[src/rtl/cnn_pkg.sv]
`default_nettype none
// +----------------------------------------------------------------------------+
// | Package     : cnn_pkg                                                      |
// | Description : Shared defaults for the CNN co-processor MR->EX stage:       |
// |               pixel/tap width, words per transfer, writeback sideband      |
// |               widths, and the sideband record {v, r, d}.                   |
// | Revision    : 1.0 - initial release                                        |
// +----------------------------------------------------------------------------+
package cnn_pkg;

  localparam int C_N      = 8;   // bits per pixel / filter tap
  localparam int C_IWORDS = 10;  // image words per transfer
  localparam int C_FWORDS = 9;   // filter taps per transfer
  localparam int C_RW     = 2;   // result-select width
  localparam int C_DW     = 10;  // destination address width

  // Writeback sideband record at the default widths.
  typedef struct packed {
    logic            v;
    logic [C_RW-1:0] r;
    logic [C_DW-1:0] d;
  } sb_t;

endpackage : cnn_pkg
`default_nettype wire

[src/rtl/mr_ex_sb_delay.sv]
`default_nettype none
// +----------------------------------------------------------------------------+
// | Module      : mr_ex_sb_delay                                               |
// | Description : DEPTH-stage shift line for the writeback sideband. Shifts    |
// |               only when en=1, clr empties every stage, DEPTH=0 is a wire.  |
// | Ports       : clock  in  1  rising-edge clock                              |
// |               reset  in  1  synchronous active-low reset                   |
// |               en     in  1  advance the line one stage                     |
// |               clr    in  1  synchronous clear of all stages                |
// |               din    in  W  stage-0 load value                             |
// |               dout   out W  last stage (or din when DEPTH=0)               |
// | Revision    : 1.0 - initial release                                        |
// +----------------------------------------------------------------------------+
module mr_ex_sb_delay #(
  parameter int W     = 1,
  parameter int DEPTH = 1
) (
  input  logic         clock,
  input  logic         reset,
  input  logic         en,
  input  logic         clr,
  input  logic [W-1:0] din,
  output logic [W-1:0] dout
);

  generate
    if (DEPTH == 0) begin : g_bypass
      assign dout = din;

      // Control inputs have no function when the line has no storage.
      logic unused_ctrl;
      assign unused_ctrl = &{1'b0, clock, reset, en, clr};
    end else begin : g_line
      logic [W-1:0] stage_q [DEPTH];

      always_ff @(posedge clock) begin
        if (!reset) begin
          for (int k = 0; k < DEPTH; k++) stage_q[k] <= '0;
        end else if (clr) begin
          for (int k = 0; k < DEPTH; k++) stage_q[k] <= '0;
        end else if (en) begin
          stage_q[0] <= din;
          for (int k = 1; k < DEPTH; k++) stage_q[k] <= stage_q[k-1];
        end
      end

      assign dout = stage_q[DEPTH-1];
    end
  endgenerate

endmodule : mr_ex_sb_delay
`default_nettype wire

[src/rtl/mr_ex_pipe.sv]
`default_nettype none
// +----------------------------------------------------------------------------+
// | Module      : mr_ex_pipe                                                   |
// | Description : Elastic MR->EX pipeline register for the CNN MAC array.      |
// |               Valid/ready handshake, stall, synchronous flush, SB_DLY-deep |
// |               writeback sideband line, optional 1-entry skid buffer.       |
// | Macro       : MR_EX_SKID_EN - when defined, in_ready is registered         |
// |               (= !skid_full) and a stalled beat is parked in a skid slot.  |
// | Ports       : clock, reset (sync, active-low), flush                       |
// |               in_valid/in_ready, i_data, f_data, w_en, r_sel, dest (MR)    |
// |               out_valid/out_ready, iout, fout, wen_out (EX data)           |
// |               sb_valid, rout, dest_out (delayed writeback sideband)        |
// | Revision    : 1.0 - initial release                                        |
// +----------------------------------------------------------------------------+
module mr_ex_pipe
  import cnn_pkg::*;
#(
  parameter int N      = C_N,
  parameter int IWORDS = C_IWORDS,
  parameter int FWORDS = C_FWORDS,
  parameter int RW     = C_RW,
  parameter int DW     = C_DW,
  parameter int SB_DLY = 1          // legal range 0..4
) (
  input  logic                clock,
  input  logic                reset,
  input  logic                flush,
  input  logic                in_valid,
  output logic                in_ready,
  input  logic [IWORDS*N-1:0] i_data,
  input  logic [FWORDS*N-1:0] f_data,
  input  logic                w_en,
  input  logic [RW-1:0]       r_sel,
  input  logic [DW-1:0]       dest,
  output logic                out_valid,
  input  logic                out_ready,
  output logic [IWORDS*N-1:0] iout,
  output logic [FWORDS*N-1:0] fout,
  output logic                wen_out,
  output logic                sb_valid,
  output logic [RW-1:0]       rout,
  output logic [DW-1:0]       dest_out
);

  localparam int IW  = IWORDS * N;
  localparam int FW  = FWORDS * N;
  localparam int SBW = 1 + RW + DW;

  typedef struct packed {
    logic [IW-1:0] img;
    logic [FW-1:0] flt;
    logic          wen;
    logic [RW-1:0] rsel;
    logic [DW-1:0] dst;
  } beat_t;

  beat_t in_beat;
  beat_t main_q, main_d;
  logic  out_valid_q, out_valid_d;
  logic  in_fire, out_fire;

  assign in_beat  = {i_data, f_data, w_en, r_sel, dest};
  assign in_fire  = in_valid & in_ready;
  assign out_fire = out_valid_q & out_ready;

`ifdef MR_EX_SKID_EN
  // ---------------------------------------------------------------------------
  // Skid variant: in_ready comes from a flop, so out_ready never reaches MR
  // combinationally. A beat accepted while the main stage is stalled waits in
  // the skid slot and is promoted ahead of any newer beat.
  // ---------------------------------------------------------------------------
  beat_t skid_q, skid_d;
  logic  skid_full_q, skid_full_d;

  // reset/flush gating keeps in_ready low during reset and the flush cycle.
  assign in_ready = reset & ~flush & ~skid_full_q;

  always_comb begin
    main_d      = main_q;
    out_valid_d = out_valid_q;
    skid_d      = skid_q;
    skid_full_d = skid_full_q;
    if (flush) begin
      out_valid_d = 1'b0;
      skid_full_d = 1'b0;
    end else if (out_fire || !out_valid_q) begin
      // Main slot frees up this cycle. in_ready is low whenever the skid is
      // full, so a skid promotion never coincides with a new acceptance.
      if (skid_full_q) begin
        main_d      = skid_q;
        out_valid_d = 1'b1;
        skid_full_d = 1'b0;
      end else if (in_fire) begin
        main_d      = in_beat;
        out_valid_d = 1'b1;
      end else begin
        out_valid_d = 1'b0;
      end
    end else if (in_fire) begin
      skid_d      = in_beat;
      skid_full_d = 1'b1;
    end
  end

  always_ff @(posedge clock) begin
    if (!reset) begin
      out_valid_q <= 1'b0;
      main_q      <= '0;
      skid_full_q <= 1'b0;
      skid_q      <= '0;
    end else begin
      out_valid_q <= out_valid_d;
      main_q      <= main_d;
      skid_full_q <= skid_full_d;
      skid_q      <= skid_d;
    end
  end
`else
  // ---------------------------------------------------------------------------
  // Plain variant: accept whenever the slot is empty or being drained.
  // ---------------------------------------------------------------------------
  assign in_ready = reset & ~flush & (out_ready | ~out_valid_q);

  always_comb begin
    main_d      = main_q;
    out_valid_d = out_valid_q;
    if (flush) begin
      out_valid_d = 1'b0;
    end else if (in_fire) begin
      main_d      = in_beat;
      out_valid_d = 1'b1;
    end else if (out_fire) begin
      out_valid_d = 1'b0;
    end
  end

  always_ff @(posedge clock) begin
    if (!reset) begin
      out_valid_q <= 1'b0;
      main_q      <= '0;
    end else begin
      out_valid_q <= out_valid_d;
      main_q      <= main_d;
    end
  end
`endif

  assign out_valid = out_valid_q;
  assign iout      = main_q.img;
  assign fout      = main_q.flt;
  assign wen_out   = main_q.wen & out_valid_q;

  // ---------------------------------------------------------------------------
  // Writeback sideband. With a real line, stage 0 records whether a beat left
  // toward EX; with no line the sideband simply mirrors the data stage.
  // ---------------------------------------------------------------------------
  logic           sb_v_in;
  logic [SBW-1:0] sb_in;
  logic [SBW-1:0] sb_out;

  assign sb_v_in = (SB_DLY == 0) ? out_valid_q : out_fire;
  assign sb_in   = {sb_v_in, main_q.rsel, main_q.dst};

  mr_ex_sb_delay #(
    .W     (SBW),
    .DEPTH (SB_DLY)
  ) u_sb_delay (
    .clock (clock),
    .reset (reset),
    .en    (out_ready),
    .clr   (flush),
    .din   (sb_in),
    .dout  (sb_out)
  );

  assign sb_valid = sb_out[SBW-1];
  assign rout     = sb_out[SBW-2 -: RW];
  assign dest_out = sb_out[DW-1:0];

endmodule : mr_ex_pipe
`default_nettype wire
[config.mk]
export PLATFORM = sky130hd
export DESIGN_NAME = mr_ex_pipe
export DESIGN_NICKNAME = d
export VERILOG_FILES = /design/src/rtl/cnn_pkg.sv /design/src/rtl/mr_ex_sb_delay.sv /design/src/rtl/mr_ex_pipe.sv
export SDC_FILE = /design/constraint.sdc
export NUM_CORES = 1
export LEC_CHECK = 0
export CAP_MARGIN = 5
export CORE_MARGIN = 2
export CORE_UTILIZATION = 45
export DETAILED_ROUTE_END_ITERATION = 8
export DONT_BUFFER_PORTS = 1
export GPL_TIMING_DRIVEN = 0
export HOLD_SLACK_MARGIN = 0.05
export SETUP_SLACK_MARGIN = 0.15
export SLEW_MARGIN = 20
export SYNTH_ARGS = -nofsm -noshare
export SYNTH_HDL_FRONTEND = slang
export SYNTH_SLANG_ARGS = --single-unit
[constraint.sdc]
create_clock -name clock -period 4 [get_ports clock]
set_input_delay 0.8 -clock clock [delete_from_list [all_inputs] [get_ports clock]]
set_output_delay 0.8 -clock clock [all_outputs]
set_load 0.01 [all_outputs]
==> results_dict.tcl <==
set metrics [dict create \
    status "finished, final reports clean" \
    numCtsBuffers 17 \
    yosysSeqAreaShare_pct 44.2 \
    cp_slowest_stage_delay_ns 0.29 \
    cts_htree_levels 4 \
    first_global_vias 6144 \
    postCtsHoldBufs 0 \
    synthCells 942 \
    syn_area_mm2 0.00841 \
    required_ns 3.20 \
    max_cap_violations 0 \
    drv_slew 0 \
    final_area_mm2 0.00926 \
    cts_buffer_depth 2 \
    ir_drop_v 0.000277 \
    postCtsSetupBuffers 0 \
    wl_per_cell_um 18.8 \
    drive_gt1_share_pct 34.3 \
    critPathMaxFanout 10 \
    worstSetupEndpointType "output pin" \
    viasPerCell 5.39 \
    nNetsFinal 1131 \
    start_kind "input pin" \
    syn-num-nets 1112 \
    grt_pass1_wl_um 34900 \
    portBuffers 0 \
    timing.slew.headroom_pct 58.3 \
    hold_viol 0 \
    crit_path_start "flush" \
    syn_to_final_growth_pct 10.1 \
    min_period_over_period_pct 70.0 \
    ys.flop_type "dfxtp_1" \
    max_freq_mhz 357 \
    track_usage_pct 22.4 \
    period_needed_ns 2.80 \
    synth_warnings 0 \
    dp_hpwl_um 16700 \
    grt_max_degree 17 \
    overflow 0 \
    whs_path_depth 2 \
    vias 6481 \
    gp_congestion 0.804 \
    setup_viol 0 \
    ant_nets 0 \
    cp_cell_sequence "and2b_1, buf_2, buf_4, buf_2, and2_1" \
    cp_common_cell "buf_2" \
    synth-seq-cells 179 \
    initial_core_util_pct 46.3 \
    pin_count 338 \
    num_rows 49 \
    cellLeakagePower_nw 3.73 \
    fillers 1778 \
    wl_um 22600 \
    crit_slowest_cell "buf_2" \
    chipHeight_um 141 \
    core_mm2 0.0181 \
    insertion_delay_ns 0.44 \
    reg2regPathDepth 6 \
    synth_edf_count 13 \
    clk_pin_slew_ns 0.07 \
    n_antenna_cell 0 \
    regToRegStartpoint "out_valid" \
    rsz0062_at_grt "false" \
    hold_path.class "reg -> reg" \
    clock_sinks 179 \
    setup_tns_ns 0 \
    ctsResizeCount 0 \
    cts-root-buf "clkbuf_16" \
    die_area_mm2 0.0198 \
    dr.pass1.iters 5 \
    synth_area_per_cell_um2 8.93 \
    die_w_um 141 \
    worstSetupPathType "in -> out" \
    crit_arrival_ns 2.00 \
    drt_iter0_markers 259 \
    fin_worst_skew_ns 0.0159 \
    antenna_found_initial 0 \
    drc 0 \
    ys_async_sr_fraction_pct 0 \
    p_per_area_mw_per_mm2 435 \
    post_dp_cell_area_mm2 0.00869 \
    tightest_slew_ns 0.626 \
    hold_start "iout[13]" \
    cts_tree "done" \
    synth.distinct_cells 21 \
]
-- layer usage --
layer / wire length, um / GRT usage [%] / vias to the layer above
met1: 9350 / 28.2 / 2978
li1: - / - / 3208
met4: 573 / 7.89 / 0
met2: 10600 / 35.4 / 263
met3: 2120 / 8.39 / 32
met5: 0 / 0 / -
-- worst paths after layout --
kind,to,slack [ns]
hold reg to reg,iout[13],0.45
setup reg to reg,iout[9],2.45
setup / recovery,in_ready,1.20
hold / removal,iout[13],0.45
-- critical path, delay by kind of cell --
family / cells / cell delay (ns)
buffers and inverters: 3 / 0.80
and+or+nand+nor: 2 / 0.39
-- sequential cells by signal, summed over array words and instances (netlist names) --
signal,count
main_q,13
fout,72
out_valid,1
iout,80
u_sb_delay.g_line.stage_q,13
-- cell type report --
cell class	count	area (um2)	share of cell area (%)
clock inverter	9	67.6	0.730
buffer	247	1700	18.3
tap	229	287	3.09
inverter	1	3.75	0.0405
sequential	179	3710	40.1
multi-input combinational	515	2990	32.3
clock buffer	23	499	5.39
-- cell usage after synthesis, types with 2 or more instances --
cell / number / area (um2)
dfxtp_1: 166 / 3320
nand2_1: 165 / 619
nand4_1: 165 / 1030
buf_4: 158 / 1190
o21ai_2: 100 / 876
o21ai_1: 50 / 250
clkbuf_1: 45 / 169
buf_2: 30 / 150
o21ai_0: 15 / 75.1
and3_1: 13 / 81.3
edfxtp_1: 13 / 390
buf_8: 11 / 165
and2_1: 2 / 12.5
buf_6: 2 / 22.5
-- logic make-up (layout without fill, tap and decap cells) --
| group | count (synthesis) | after routing | synth area share, % |
|---|---|---|---|
| and+or+nand+nor | 349 | 349 | 21.2 |
| buffers and inverters | 248 | 280 | 20.2 |
| DFF | 179 | 179 | 44.2 |
| AOI/OAI and AO/OA | 166 | 166 | 14.4 |
-- where the power goes --
part / total (mW) / switching (mW) / internal (mW)
registers: 1.96 / 0.0560 / 1.90
clock network: 1.61 / 0.720 / 0.888
logic: 0.460 / 0.268 / 0.191
-- metrics by stage --
step | util, % | power [mW] | setup WS (ns) | hold WS (ns) | cells
6_report | 51.0 | 4.02 | 1.20 | 0.448 | 1203
3_5_place_dp | 47.9 | 2.46 | 1.19 | 0.441 | 1171
3_3_place_gp | 47.9 | 2.46 | 1.20 | 0.437 | 1171
4_1_cts | 51.0 | 4.06 | 1.18 | 0.452 | 1203
2_1_floorplan | - | 2.36 | 1.56 | 0.429 | 942
5_1_grt | 51.0 | 4.20 | 1.14 | 0.468 | 1203
-- layout by cell type (no fill, tap or decap), types with 2 or more instances in the layout --
cell / Yosys / final
and2_1: 2 / 2
and3_1: 13 / 13
buf_2: 30 / 30
buf_4: 158 / 158
buf_6: 2 / 2
buf_8: 11 / 11
clkbuf_1: 45 / 47
clkbuf_16: 0 / 18
clkbuf_8: 0 / 3
clkinv_4: 0 / 2
clkinvlp_4: 0 / 2
dfxtp_1: 166 / 166
edfxtp_1: 13 / 13
inv_4: 0 / 2
inv_6: 0 / 2
nand2_1: 165 / 165
nand4_1: 165 / 165
o21ai_0: 15 / 15
o21ai_1: 50 / 50
o21ai_2: 100 / 100
(Power assumes the default switching activity.)
